File: config.mk
export PLATFORM = sky130hd
export DESIGN_NAME = gcd_arbiter
export DESIGN_NICKNAME = d
export VERILOG_FILES = /design/src/rtl/gcd_arb_pkg.sv /design/src/rtl/gcd_arbiter_rr.sv /design/src/rtl/gcd_arbiter.sv
export SDC_FILE = /design/constraint.sdc
export NUM_CORES = 1
export LEC_CHECK = 0
export ABC_AREA = 1
export CAP_MARGIN = 15
export CORE_ASPECT_RATIO = 0.5
export CORE_MARGIN = 2
export CORE_UTILIZATION = 39
export DETAILED_ROUTE_END_ITERATION = 16
export PLACE_DENSITY = 0.86
export SLEW_MARGIN = 10
export SYNTH_ARGS = -nofsm -noshare
export SYNTH_HDL_FRONTEND = slang
export SYNTH_SLANG_ARGS = --single-unit
File: constraint.sdc
create_clock -name clk -period 2.95 [get_ports clk]
set_input_delay 0.59 -clock clk [delete_from_list [all_inputs] [get_ports clk]]
set_output_delay 0.59 -clock clk [all_outputs]
set_load 0.02 [all_outputs]
File: src/rtl/gcd_arb_pkg.sv
// Shared definitions for the gcd round-robin arbiter.
package gcd_arb_pkg;

    typedef logic [1:0] state_t;

    localparam state_t IDLE  = 2'd0;
    localparam state_t ISSUE = 2'd1;
    localparam state_t WAIT  = 2'd2;
    localparam state_t RESP  = 2'd3;

endpackage

File: src/rtl/gcd_arbiter_rr.sv
// Combinational round-robin picker: first requester at or above rr_ptr, wrapping mod N.
module rr_arbiter #(
    parameter  int N  = 4,
    localparam int IW = $clog2(N)
) (
    input  logic [N-1:0]  req,
    input  logic [IW-1:0] rr_ptr,
    output logic [N-1:0]  grant,
    output logic [IW-1:0] grant_idx,
    output logic          grant_any
);

    logic [IW:0] cand;

    always_comb begin
        grant     = '0;
        grant_idx = '0;
        grant_any = 1'b0;
        cand      = '0;
        for (int k = 0; k < N; k++) begin
            // one spare bit so the sum cannot overflow before the wrap
            cand = {1'b0, rr_ptr} + (IW+1)'(k);
            if (cand >= (IW+1)'(N)) begin
                cand = cand - (IW+1)'(N);
            end
            if (!grant_any && req[cand[IW-1:0]]) begin
                grant_any = 1'b1;
                grant_idx = cand[IW-1:0];
            end
        end
        if (grant_any) begin
            grant[grant_idx] = 1'b1;
        end
    end

endmodule

File: src/rtl/gcd_arbiter.sv
// Shares a single gcd unit among N requesters, one job in flight, round-robin grants.
//  state | meaning
//  IDLE  | pick a winner, latch its operands
//  ISSUE | present operands to the gcd unit
//  WAIT  | accept the gcd result
//  RESP  | hold the result for the owner until it is taken
module gcd_arbiter
    import gcd_arb_pkg::*;
#(
    parameter  int W  = 16,
    parameter  int N  = 4,
    localparam int IW = $clog2(N)
) (
    input  logic            clk,
    input  logic            reset,
    input  logic [N-1:0]    req_val,
    output logic [N-1:0]    req_rdy,
    input  logic [N*W-1:0]  req_bits_A,
    input  logic [N*W-1:0]  req_bits_B,
    output logic [N-1:0]    resp_val,
    input  logic [N-1:0]    resp_rdy,
    output logic [W-1:0]    resp_bits_data,
    output logic [IW-1:0]   resp_id,
    output logic [W-1:0]    gcd_operands_A,
    output logic [W-1:0]    gcd_operands_B,
    output logic            gcd_operands_val,
    input  logic            gcd_operands_rdy,
    input  logic [W-1:0]    gcd_result_data,
    input  logic            gcd_result_val,
    output logic            gcd_result_rdy,
    output logic            busy
);

    state_t        state, state_nxt;
    logic [IW-1:0] rr_ptr;
    logic [IW-1:0] owner;
    logic [W-1:0]  a_q, b_q, data_q;

    logic [N-1:0]  grant;
    logic [IW-1:0] grant_idx;
    logic          grant_any;

    rr_arbiter #(.N(N)) u_rr (
        .req       (req_val),
        .rr_ptr    (rr_ptr),
        .grant     (grant),
        .grant_idx (grant_idx),
        .grant_any (grant_any)
    );

    always_ff @(posedge clk or posedge reset) begin
        if (reset) begin
            state <= IDLE;
        end else begin
            state <= state_nxt;
        end
    end

    always_comb begin
        state_nxt = state;
        case (state)
            IDLE:    if (grant_any)        state_nxt = ISSUE;
            ISSUE:   if (gcd_operands_rdy) state_nxt = WAIT;
            WAIT:    if (gcd_result_val)   state_nxt = RESP;
            RESP:    if (resp_rdy[owner])  state_nxt = IDLE;
            default:                       state_nxt = IDLE;
        endcase
    end

    always_ff @(posedge clk or posedge reset) begin
        if (reset) begin
            rr_ptr <= '0;
            owner  <= '0;
            a_q    <= '0;
            b_q    <= '0;
            data_q <= '0;
        end else begin
            case (state)
                IDLE: begin
                    if (grant_any) begin
                        owner <= grant_idx;
                        a_q   <= req_bits_A[grant_idx*W +: W];
                        b_q   <= req_bits_B[grant_idx*W +: W];
                    end
                end
                WAIT: begin
                    if (gcd_result_val) begin
                        data_q <= gcd_result_data;
                    end
                end
                RESP: begin
                    // explicit wrap keeps the pointer legal for non-power-of-two N
                    if (resp_rdy[owner]) begin
                        rr_ptr <= (owner == IW'(N-1)) ? '0 : owner + 1'b1;
                    end
                end
                default: ;
            endcase
        end
    end

    always_comb begin
        req_rdy          = '0;
        resp_val         = '0;
        gcd_operands_val = 1'b0;
        gcd_result_rdy   = 1'b0;
        busy             = (state != IDLE);
        resp_bits_data   = data_q;
        resp_id          = owner;
        gcd_operands_A   = a_q;
        gcd_operands_B   = b_q;
        case (state)
            IDLE:    if (!reset) req_rdy = grant;
            ISSUE:   gcd_operands_val = 1'b1;
            WAIT:    gcd_result_rdy   = 1'b1;
            RESP:    resp_val[owner]  = 1'b1;
            default: ;
        endcase
    end

endmodule

# ---- After elaboration in Yosys (flattened, before gate mapping)
# Index checks and enable logic that the tools add are counted.
dict set report op_classes {
  n_eq_ne 8
  reduce_logical 14
  order_cmp 12
  addsub 8
  n_shift 2
  mux 38
}
# cell n
set ops {}
lappend ops {{variable part select 64 x 7 -> 16 bit} 2}
lappend ops {{2-to-1 mux 2 bit} 13}
lappend ops {{< comparator 2 x 3 -> 1 bit, second input constant} 6}
lappend ops {{2-to-1 mux 4 bit} 4}
lappend ops {{2-to-1 mux 1 bit} 13}
lappend ops {{binary-select mux 1 bit (select 2 bit)} 5}
lappend ops {{>= comparator 3 bit, second input constant} 3}
lappend ops {{inequality test 2 bit, second input constant} 4}
lappend ops {{one-hot mux 2 bit (4 select lines)} 1}
lappend ops {{subtractor 2 x 1 -> 2 bit, second input constant} 4}
lappend ops {{adder 2 x 2 -> 3 bit, second input constant} 2}
lappend ops {{equality test 2 bit, second input constant} 3}
lappend ops {{AND reduction 2 bit} 3}
lappend ops {{logical AND 1 bit} 5}
lappend ops {{demux 1 bit (select 2 bit)} 2}
lappend ops {{>= comparator 2 x 1 -> 1 bit, second input constant} 2}
lappend ops {{AND reduction 4 bit} 1}
lappend ops {{adder 2 x 1 -> 3 bit, second input constant} 1}
lappend ops {{>= comparator 2 x 3 -> 1 bit, second input constant} 1}
lappend ops {{logical NOT 1 bit} 3}
lappend ops {{adder 2 x 1 -> 2 bit, second input constant} 1}
lappend ops {{equality test 2 x 1 -> 1 bit, second input constant} 1}
lappend ops {{logical NOT 2 bit} 1}
lappend ops {{nonzero test 2 bit} 1}
dict set report totals {
  output_inout_bits 61
  reg_bits 54
  in_bits 156
  wordCells 88
}

# ---- Longest topological paths before layout
# Gate-level depths: netlist of the first run.
dict set report logic_depth {
  depth_word 21
  mapped_depth 17
  depth_no_buf 15
}

# ---- Modules after synthesis
# From an unflattened synthesis of the first run, not the netlist that was laid out.
dict set report hier_totals {
  cells_unflattened 456
  area_unflattened_um2 3651.0
}
# mod cells_per_inst area_per_inst_um2 seq_area_each_um2 instances
set modules_own_cells {}
lappend modules_own_cells {gcd_arbiter 386 3264.4 1351.3 1}
lappend modules_own_cells {rr_arbiter 70 386.6 0.0 1}

# ---- Worst setup path before layout of the first run
# OpenSTA, ideal clock, no wires.
dict set report synth_timing {
  kind {input -> output}
  start {in reset}
  end {out req_rdy[0]}
  setup_slack_ns -0.154
  n_path_buf 0
  required_ns 2.360
  t_arrival_ns 2.514
  stages 3
  cell_sequence {inv_1 nand2_1 nor3_1}
}
dict set report synth_between {
  elab_chain_cells 2
}
# item line_no
set synth_rtl {}
lappend synth_rtl {{from (decl)} gcd_arbiter.sv:15} ;# input logic reset,
lappend synth_rtl {{2-to-1 mux 4 bit} gcd_arbiter.sv:113} ;# IDLE: if (!reset) req_rdy = grant;
lappend synth_rtl {{2-to-1 mux 4 bit} gcd_arbiter.sv:112} ;# case (state)
lappend synth_rtl {{to (decl)} gcd_arbiter.sv:17} ;# output logic [N-1:0] req_rdy,
# No other way between the ends.

# ---- Worst setup path in the final report of the first run
dict set report layout_timing {
  start {in req_val[1]}
  end {out req_rdy[0]}
}
dict set report layout_between {
  elab_chain_cells 19
  word_cells_on_any_way 30
  classes_between {order compare (2); mux (21); reduce/logical (7)}
}
# item line_no
set layout_rtl {}
lappend layout_rtl {{from (decl)} gcd_arbiter.sv:16} ;# input logic [N-1:0] req_val,
lappend layout_rtl {{binary-select mux 1 bit (select 2 bit)} gcd_arbiter_rr.sv:26} ;# if (!grant_any && req[cand[IW-1:0]]) begin
lappend layout_rtl {{2-to-1 mux 1 bit (not written as such)} gcd_arbiter_rr.sv:26}
lappend layout_rtl {{2-to-1 mux 1 bit} gcd_arbiter_rr.sv:26}
lappend layout_rtl {{logical NOT 1 bit} gcd_arbiter_rr.sv:26}
lappend layout_rtl {{logical AND 1 bit} gcd_arbiter_rr.sv:26}
lappend layout_rtl {{2-to-1 mux 1 bit} gcd_arbiter_rr.sv:26}
lappend layout_rtl {{logical NOT 1 bit} gcd_arbiter_rr.sv:26}
lappend layout_rtl {{logical AND 1 bit} gcd_arbiter_rr.sv:26}
lappend layout_rtl {{(+3 left out)} -}
lappend layout_rtl {{2-to-1 mux 2 bit} gcd_arbiter_rr.sv:26}
lappend layout_rtl {{< comparator 2 x 3 -> 1 bit (not written as such) or >= comparator 2 x 1 -> 1 bit (tied branches)} gcd_arbiter_rr.sv:32} ;# grant[grant_idx] = 1'b1;
lappend layout_rtl {{logical AND 1 bit (not written as such)} gcd_arbiter_rr.sv:32}
lappend layout_rtl {{2-to-1 mux 1 bit (not written as such)} gcd_arbiter_rr.sv:32}
lappend layout_rtl {{demux 1 bit (select 2 bit)} -}
lappend layout_rtl {{2-to-1 mux 4 bit (*)} gcd_arbiter_rr.sv:31} ;# if (grant_any) begin
lappend layout_rtl {{2-to-1 mux 4 bit (*)} gcd_arbiter.sv:113}
lappend layout_rtl {{2-to-1 mux 4 bit (*)} gcd_arbiter.sv:112}
# Every way passes the cells marked *; elsewhere a longest branch is shown, timed or not. The select of a mux whose other input is x is not followed.

==> results.json, run 1 <==
{
  "worst_pin_slew_ps": 672,
  "cp-end-kind": "output port",
  "grt_max_degree": 65,
  "min_from": "gcd_operands_B[14]",
  "avgSynthCellArea_sq_um": 6.37,
  "grt_pass1_vias": 4149,
  "power.switching_mw": 3.90,
  "nets": 971,
  "seq_power_share_pct": 17.6,
  "grt_remaining_overflow": 0,
  "ys_seq_area_share_pct": 34.9,
  "dieArea_sq_um": 10800,
  "swShare_pct": 51.8,
  "rows": 25,
  "cts_root_buffer": "clkbuf_16",
  "cp_max_fo": 5,
  "die_w_um": 145,
  "areaGrowthSynthToFinish_pct": 62.5,
  "hp-class": "flip-flop to flip-flop",
  "ys_types": 21,
  "fmax_mhz": 346,
  "finalSetupViolCount": 0,
  "grt.total_usage_pct": 22.3,
  "wl_per_cell_um": 13.1,
  "cts_sinks": 54,
  "max-cap-violations": 0,
  "yosys-top-cells-area": "nand2_1 36%, dfrtp_1 35%, nand3_1 9.1%",
  "layout_common_cells": "360 x nand2_1, 212 x clkdlybuf4s50_1, 68 x nand3_1",
  "drive_gt1_share_pct": 8.04,
  "clk_pin_slew_ps": 70,
  "ant_nets": 0,
  "r2r_slack_ps": 440,
  "io_pins": 217,
  "drt_first_iter_violations": 250,
  "timing.final.crit_share_pct": 98.1,
  "worst_slack_ps": 55.7,
  "hold_viol": 0,
  "cts_tree": "yes",
  "dr.pass1.iters": 6,
  "syn_inst": 607,
  "power.share.combinational_pct": 73.5,
  "gp_congestion": 0.995,
  "grt_first_pass_wirelength_um": 19200,
  "postLayoutCoreUtil_pct": 65.9,
  "layout_commonest_cell": "nand2_1",
  "cts_made_buffers": 5,
  "routed_wl_um": 12400,
  "ctsLongestPathBuffers": 2,
  "clockPowerShare_pct": 8.9,
  "cp_data_arrival_time_ps": 2300,
  "cellPowerDensity_nw_per_um2": 1200,
  "htreeDepth": 2,
  "dp.final_hpwl_um": 8990,
  "yosys_warnings": 0,
  "drc": 0,
  "required_ps": 2360,
  "critPathLaunch": "req_val[1]",
  "criticalPathCategory": "primary input to output port",
  "synth.net_count": 771,
  "p_int_mw": 3.62,
  "period_minus_slack_ps": 2890,
  "holdPathEnd": "gcd_operands_B[14]",
  "synth_area_sq_um": 3870,
  "drt-vias-per-instance": 4.78,
  "fin_worst_skew_ps": 3.85,
  "reg2reg_depth": 15,
  "port_buffers": 216,
  "tns_ps": 0,
  "drv_slew": 0,
  "rr_endpoint": "gcd_operands_A[4]",
  "synth_seq_cells": 54,
  "slew_headroom_pct": 55.2,
  "diodes": 0,
  "die_h_um": 74.4,
  "insertion_delay_ps": 290,
  "fin_area_sq_um": 6280,
  "antenna_found_initial": 0,
  "crit_path_start_kind": "primary input",
  "status": "finished, final reports clean",
  "total_power_mw": 7.52,
  "synth_top_area_share_pct": 35.6,
  "vias": 4503,
  "initial_core_util_pct": 40.5,
  "placed_area_sq_um": 6060,
  "coreArea_sq_um": 9540,
  "ctsHoldBuffers": 0,
  "p_leak_nw": 3.20,
  "yosysTopAreaCell": "nand2_1",
  "post_cts_buffers": 0,
  "vdd_drop_max_mv": 0.637,
  "min_path_cells": 2,
  "dp_slack_ps": -417,
  "reg2reg_from": "rr_ptr[0]"
}
## cell type report
class	count	area, sq um
Clock buffer	6	129
Multi-Input combinational cell	494	2260
Clock inverter	2	37.5
Sequential cell	54	1350
Inverter	24	93.8
Timing Repair Buffer	228	2240
Fill cell	826	3260
Tap cell	135	169
## cells by family after synthesis
group / after synthesis / synth area share, %
AOI/OAI and AO/OA: 13 / 1.81
DFF: 54 / 34.9
buffers and inverters: 59 / 8.51
adders and majority gates: 8 / 2.59
and+or+nand+nor: 457 / 47.5
muxes: 16 / 4.66
## synth_stat cells, drive strengths merged
library cell / number
nand3: 70
clkbuf: 1
ha: 8
mux2: 16
dfrtp: 54
o21ai: 7
nor3: 5
nor2: 11
inv: 24
buf: 34
a21oi: 4
nand2: 371
o22ai: 1
o22a: 1
## worst max-delay path, stage by stage
cell and delay (ps):
clkdlybuf4s50_1 470, inv_1 50, nand2_1 110, nand3_1 130
nand2_2 110, inv_1 80, nand2_2 80, nor2_2 50
nor2_4 190, inv_2 90, nor3_2 180, buf_4 170
## power groups by stage
stage / Sequential, mW / Combinational (mW) / Clock, mW
final: 1.32 / 5.53 / 0.670
after global placement: 1.31 / 5.34 / 0
after detailed placement: 1.33 / 5.44 / 0
after floorplan: 1.69 / 3.61 / 0
after global routing: 1.37 / 6.20 / 0.716
after CTS: 1.32 / 5.45 / 0.693
## registers in the layout, indices dropped and copies added (netlist names)
name            count
state               2
rr_ptr              2
resp_id             2
gcd_operands_B     16
resp_bits_data     16
gcd_operands_A     16
## per-stage QoR
step	hold WS [ps]	instances
final	477	943
after global routing	502	943
after CTS	483	943
after detailed placement	464	935
after global placement	461	935
after floorplan	557	607
## metal layers
metal / global-route usage, % / routed length [um] / vias up
met5: 0 / 0 / -
met4: 7.66 / 382 / 0
met3: 4.70 / 757 / 28
met2: 41.5 / 6200 / 156
met1: 26.0 / 5050 / 2040
li1: - / - / 2279
## worst max-delay path by stage
| stage | depth (start not counted) | to | slack (ps) |
|---|---|---|---|
| 4_1_cts | 14 | req_rdy[1] | 30 |
| 3_5_place_dp | 14 | req_rdy[1] | -420 |
| 5_1_grt | 14 | req_rdy[1] | -60 |
| 3_3_place_gp | 14 | req_rdy[3] | -300 |
| 6_report | 12 | req_rdy[0] | 60 |
| 2_1_floorplan | 12 | req_rdy[0] | 350 |
## repair_timing
item	in CTS	in global routing
gates resized for setup	20	22
endpoints found under the setup margin	4	4
cloned	0	0
pin swaps	0	4
No activity file was read; power rests on OpenSTA's default activity.
==> run 2: changes to the inputs <==
- CORE_MARGIN: 2 -> default
- CORE_UTILIZATION: 39 -> 42
- PLACE_DENSITY: 0.86 -> 0.92
- SETUP_SLACK_MARGIN: default -> 0.3
- clock period: 2.95 -> 3.5 ns (I/O delays scaled with it)
==> run 2 against run 1 <==
Compared with the run above:
- clock power decreased by 16%
- die area decreased by 11%
- first-iteration DRC count decreased by 1.2%
- critical path depth unchanged
- via count increased by 0.91%
- wire length increased by 0.95%
- clock-buffer cell count unchanged
- register-to-register slack improved by 510 ps
- clock skew increased by 0.90 ps
- combinational power decreased by 16%
- largest cell class is now buffers
==> results.json, run 2 (same netlist as run 1, synthesis figures left out) <==
{
  "vdd_drop_max_mv": 0.602,
  "hp-class": "flip-flop to flip-flop",
  "rsz0062_at_grt": "yes",
  "power.switching_mw": 3.30,
  "coreArea_sq_um": 8830,
  "fin_worst_skew_ps": 4.75,
  "routed_wl_um": 12500,
  "areaGrowthSynthToFinish_pct": 61.0,
  "seq_power_share_pct": 17.7,
  "grt.total_usage_pct": 26.3,
  "initial_core_util_pct": 43.8,
  "drv_slew": 0,
  "crit_path_max_incr_delay_ps": 420,
  "max-cap-violations": 0,
  "fmax_mhz": 326,
  "crit_path_start_kind": "primary input",
  "cts_sinks": 54,
  "antenna_found_initial": 0,
  "cts_tree": "yes",
  "swShare_pct": 52.0,
  "dp_slack_ps": -43.6,
  "diodes": 0,
  "required_ps": 2800,
  "dr.pass1.iters": 4,
  "nets": 971,
  "placed_area_sq_um": 6020,
  "drt-vias-per-instance": 4.91,
  "dp.final_hpwl_um": 8900,
  "p_int_mw": 3.05,
  "insertion_delay_ps": 290,
  "crit_path_top_delay_cell": "clkdlybuf4s50_1",
  "cp-endpoint": "req_rdy[2]",
  "grt_first_pass_wirelength_um": 20200,
  "grt_remaining_overflow": 0,
  "critPathLaunch": "req_val[0]",
  "clk_pin_slew_ps": 60,
  "wl_per_cell_um": 13.5,
  "layout_common_cells": "362 x nand2_1, 212 x clkdlybuf4s50_1, 68 x nand3_1",
  "ant_nets": 0,
  "layout_commonest_cell": "nand2_1",
  "grt_max_degree": 66,
  "fin_cells": 925,
  "drive_gt1_share_pct": 7.55,
  "grt_pass1_vias": 4243,
  "rr_endpoint": "gcd_operands_B[13]",
  "htreeDepth": 2,
  "die_w_um": 138,
  "worst_pin_slew_ps": 682,
  "reg2reg_from": "rr_ptr[0]",
  "drt_first_iter_violations": 247,
  "reg2reg_depth": 15,
  "fin_area_sq_um": 6230,
  "timing.final.crit_share_pct": 87.8,
  "vias": 4544,
  "crit_chain": "clkdlybuf4s50_1 -> inv_1 -> nand2_1 -> nand3_2 -> nand2_2 -> nor2_4 -> nand2_2 -> nor2_2 -> nor2_4 -> buf_4 -> nor3_2 -> buf_2",
  "cp_data_arrival_time_ps": 2370,
  "r2r_slack_ps": 950,
  "clockPowerShare_pct": 8.9,
  "cp_max_fo": 3,
  "cts_made_buffers": 5,
  "dieArea_sq_um": 9620,
  "hold_viol": 0,
  "cts_root_buffer": "clkbuf_16",
  "port_buffers": 216,
  "die_h_um": 69.9,
  "power.share.combinational_pct": 73.4,
  "dp.cells": 915,
  "slew_headroom_pct": 54.5,
  "cp-end-kind": "output port",
  "p_leak_nw": 3.19,
  "hold_slack_ps": 480,
  "finalSetupViolCount": 0,
  "status": "finished, final reports clean",
  "multi_input_area_sq_um": 2230,
  "period_minus_slack_ps": 3070,
  "gp_congestion": 0.903,
  "rows": 24,
  "drc": 0,
  "fillCellCount": 751,
  "io_pins": 217,
  "worst_slack_ps": 428,
  "final-seq-area_sq_um": 1350,
  "postLayoutCoreUtil_pct": 70.5,
  "criticalPathCategory": "primary input to output port",
  "cellPowerDensity_nw_per_um2": 1020,
  "ctsLongestPathBuffers": 2
}
## run 2: cell counts in the layout (fill, tap and decap cells not counted)
Identical to the previous run, type by type.
## run 2: routing by layer
layer  up-vias  GRT usage [%]  share of wire [%]
li1       2281              -                  -
met1      2080           32.4                 42
met2       146           46.2                 49
met3        37           4.94                5.2
met4         0           8.57                3.4
met5         -              0                  0
## run 2: worst max-delay path, delay by kind of cell
family,cells,cell delay [ps]
AND/OR/NAND/NOR,8,830
buffers and inverters,4,830
## run 2: what timing repair did
| action | in CTS | in global routing |
|---|---|---|
| endpoints found under the hold margin | 0 | 0 |
| endpoints found under the setup margin | 4 | 4 |
| hold buffers | 0 | 0 |
| setup buffers | 0 | 2 |
| resized for setup | 15 | 18 |
| pin swaps | 0 | 2 |
## run 2: layout make-up
class                           instances  share of cell area (%)
Inverter                               24                    1.51
Sequential cell                        54                    21.7
Timing Repair Buffer                  228                    36.0
Clock buffer                            6                    2.07
Multi-Input combinational cell        494                    35.8
Tap cell                              117                    2.35
Clock inverter                          2                   0.603
## run 2: power by group through the flow
stage	Clock, mW	Combinational [mW]	Sequential, mW
finish	0.566	4.66	1.13
global route	0.603	5.22	1.16
detailed placement	0	4.56	1.13
floorplan	0	3.04	1.42
global placement	0	4.44	1.11
CTS	0.577	4.57	1.12
## run 2: worst min-delay path by stage
stage | depth (start not counted) | startpoint | slack [ps] | endpoint
2_1_floorplan | 2 | state[1] | 560 | state[1]
3_3_place_gp | 2 | gcd_operands_B[8] | 460 | gcd_operands_B[8]
3_5_place_dp | 2 | gcd_operands_B[8] | 460 | gcd_operands_B[8]
4_1_cts | 2 | gcd_operands_A[7] | 480 | gcd_operands_A[7]
5_1_grt | 2 | gcd_operands_A[8] | 500 | gcd_operands_A[8]
6_report | 2 | gcd_operands_A[7] | 480 | gcd_operands_A[7]
## run 2: stage by stage
step | TNS [ps] | power [mW]
after floorplan | 0 | 4.47
after global placement | 0 | 5.55
after detailed placement | -143 | 5.68
after CTS | 0 | 6.27
after global routing | 0 | 6.99
final | 0 | 6.35
==> run 3: changes to the inputs <==
- SLEW_MARGIN: 10 -> 40
- clock period: 3.5 -> 3.7 ns (I/O delays scaled with it)
==> run 3 against run 2 <==
Compared with the run above:
- clock-buffer cell count fell by 1
- via count fell by 0.11%
- setup slack better by 61 ps
- largest cell class unchanged
- critical path type unchanged
- power down 8.1%
- critical path depth grew 2
- first-iteration DRC count unchanged
- global-route usage down 0.36 points
- largest power group unchanged
- final area down 1.4%
- sequential share of layout area is 0.31 points higher
- sequential cell count is the same
- register-to-register slack improved by 160 ps
==> results.json, run 3 (same netlist as run 1, synthesis figures left out) <==
{
  "reg2reg_from": "rr_ptr[0]",
  "areaGrowthSynthToFinish_pct": 58.7,
  "slew_headroom_pct": 54.2,
  "grt.total_usage_pct": 25.9,
  "criticalPathCategory": "primary input to output port",
  "status": "finished, final reports clean",
  "dr.pass1.iters": 5,
  "cts_made_buffers": 5,
  "fin_cells": 921,
  "dp.cells": 914,
  "hp-class": "flip-flop to flip-flop",
  "period_minus_slack_ps": 3210,
  "grt_pass1_vias": 4229,
  "post_cts_buffers": 0,
  "layout_commonest_cell": "nand2_1",
  "cts_sinks": 54,
  "worst_slack_ps": 489,
  "dp.final_hpwl_um": 8980,
  "diodes": 0,
  "clk_pin_slew_ps": 60,
  "required_ps": 2960,
  "min_from": "gcd_operands_A[9]",
  "drc": 0,
  "drv_slew": 0,
  "nets": 968,
  "io_pins": 217,
  "grt_max_degree": 66,
  "cp-end-kind": "output port",
  "htreeDepth": 2,
  "fmax_mhz": 311,
  "cp_data_arrival_time_ps": 2470,
  "crit_path_start_kind": "primary input",
  "antenna_found_initial": 0,
  "drive_gt1_share_pct": 6.22,
  "postLayoutCoreUtil_pct": 69.5,
  "grt_first_pass_wirelength_um": 19900,
  "ant_nets": 0,
  "drt_first_iter_violations": 247,
  "insertion_delay_ps": 300,
  "rsz0062_at_grt": "no",
  "fin_worst_skew_ps": 7.88,
  "hold_viol": 0,
  "vias": 4539,
  "layout_common_cells": "366 x nand2_1, 212 x clkdlybuf4s50_1, 69 x nand3_1",
  "critPathLaunch": "req_val[3]",
  "cts_tree": "yes",
  "dp_slack_ps": 62.1,
  "die_h_um": 69.9,
  "rows": 24,
  "p_leak_nw": 3.15,
  "routed_wl_um": 12400,
  "max-cap-violations": 0,
  "drt-vias-per-instance": 4.93,
  "worst_pin_slew_ps": 686,
  "port_buffers": 216,
  "coreArea_sq_um": 8830,
  "vdd_drop_max_mv": 0.577,
  "die_w_um": 138,
  "grt_remaining_overflow": 0,
  "wl_per_cell_um": 13.5,
  "dieArea_sq_um": 9620,
  "cellPowerDensity_nw_per_um2": 951,
  "timing.final.crit_share_pct": 86.8,
  "tns_ps": 0,
  "cts_root_buffer": "clkbuf_16",
  "gp_congestion": 0.926,
  "finalSetupViolCount": 0,
  "initial_core_util_pct": 43.8,
  "cp_max_fo": 4,
  "ctsLongestPathBuffers": 2
}
## run 3: final cells by class
type	count	area, sq um
clock inverters	2	15.0
clock buffers	5	125
multi-input cells	494	2200
flip-flops and latches	54	1350
repair buffers	225	2210
fillers	780	2690
well taps	117	146
inverters	24	93.8
## run 3: layer usage
metal  track usage (%)  vias up  share of wire [%]
li1                  -     2272                  -
met1              32.1     2062                 41
met5                 0        -                  0
met4              6.52        0                2.3
met2              46.2      176                 51
met3              4.94       29                6.0
## run 3: power breakdown
part | leakage (nW) | switching, mW | total, mW | internal, mW
Combinational | 2.42 | 2.67 | 4.31 | 1.64
Clock | 0.0619 | 0.214 | 0.461 | 0.247
Sequential | 0.668 | 0.185 | 1.06 | 0.879
## run 3: per-stage QoR
stage / total power, mW / instance area (sq um) / hold slack, ps
2_1_floorplan: 4.22 / 3870 / 557
3_3_place_gp: 5.24 / 6010 / 461
3_5_place_dp: 5.36 / 6010 / 464
4_1_cts: 5.85 / 6150 / 483
5_1_grt: 6.44 / 6140 / 505
6_report: 5.83 / 6140 / 480
## run 3: final timing paths
check	cells after the start	slack, ps	end
setup / recovery	14	490	req_rdy[2]
hold / removal	2	480	gcd_operands_A[9]
setup reg to reg	15	1110	gcd_operands_B[13]
hold reg to reg	2	480	gcd_operands_A[9]
max in group asynchronous	3	2170	gcd_operands_A[8]
min in group asynchronous	3	1060	resp_id[0]
## run 3: critical path: stages
cell	delay, ps
clkdlybuf4s50_1	470
inv_1	60
nand2_1	110
nand3_2	120
nand2_2	130
nor2_4	50
nand2_1	100
nor2_2	50
inv_1	70
nand2_2	50
inv_1	70
nand2_1	90
nor3_1	150
clkbuf_2	200
## run 3: timing repair
action,CTS,global route
hold buffers,0,0
setup endpoints to repair,4,4
resized for setup,4,14
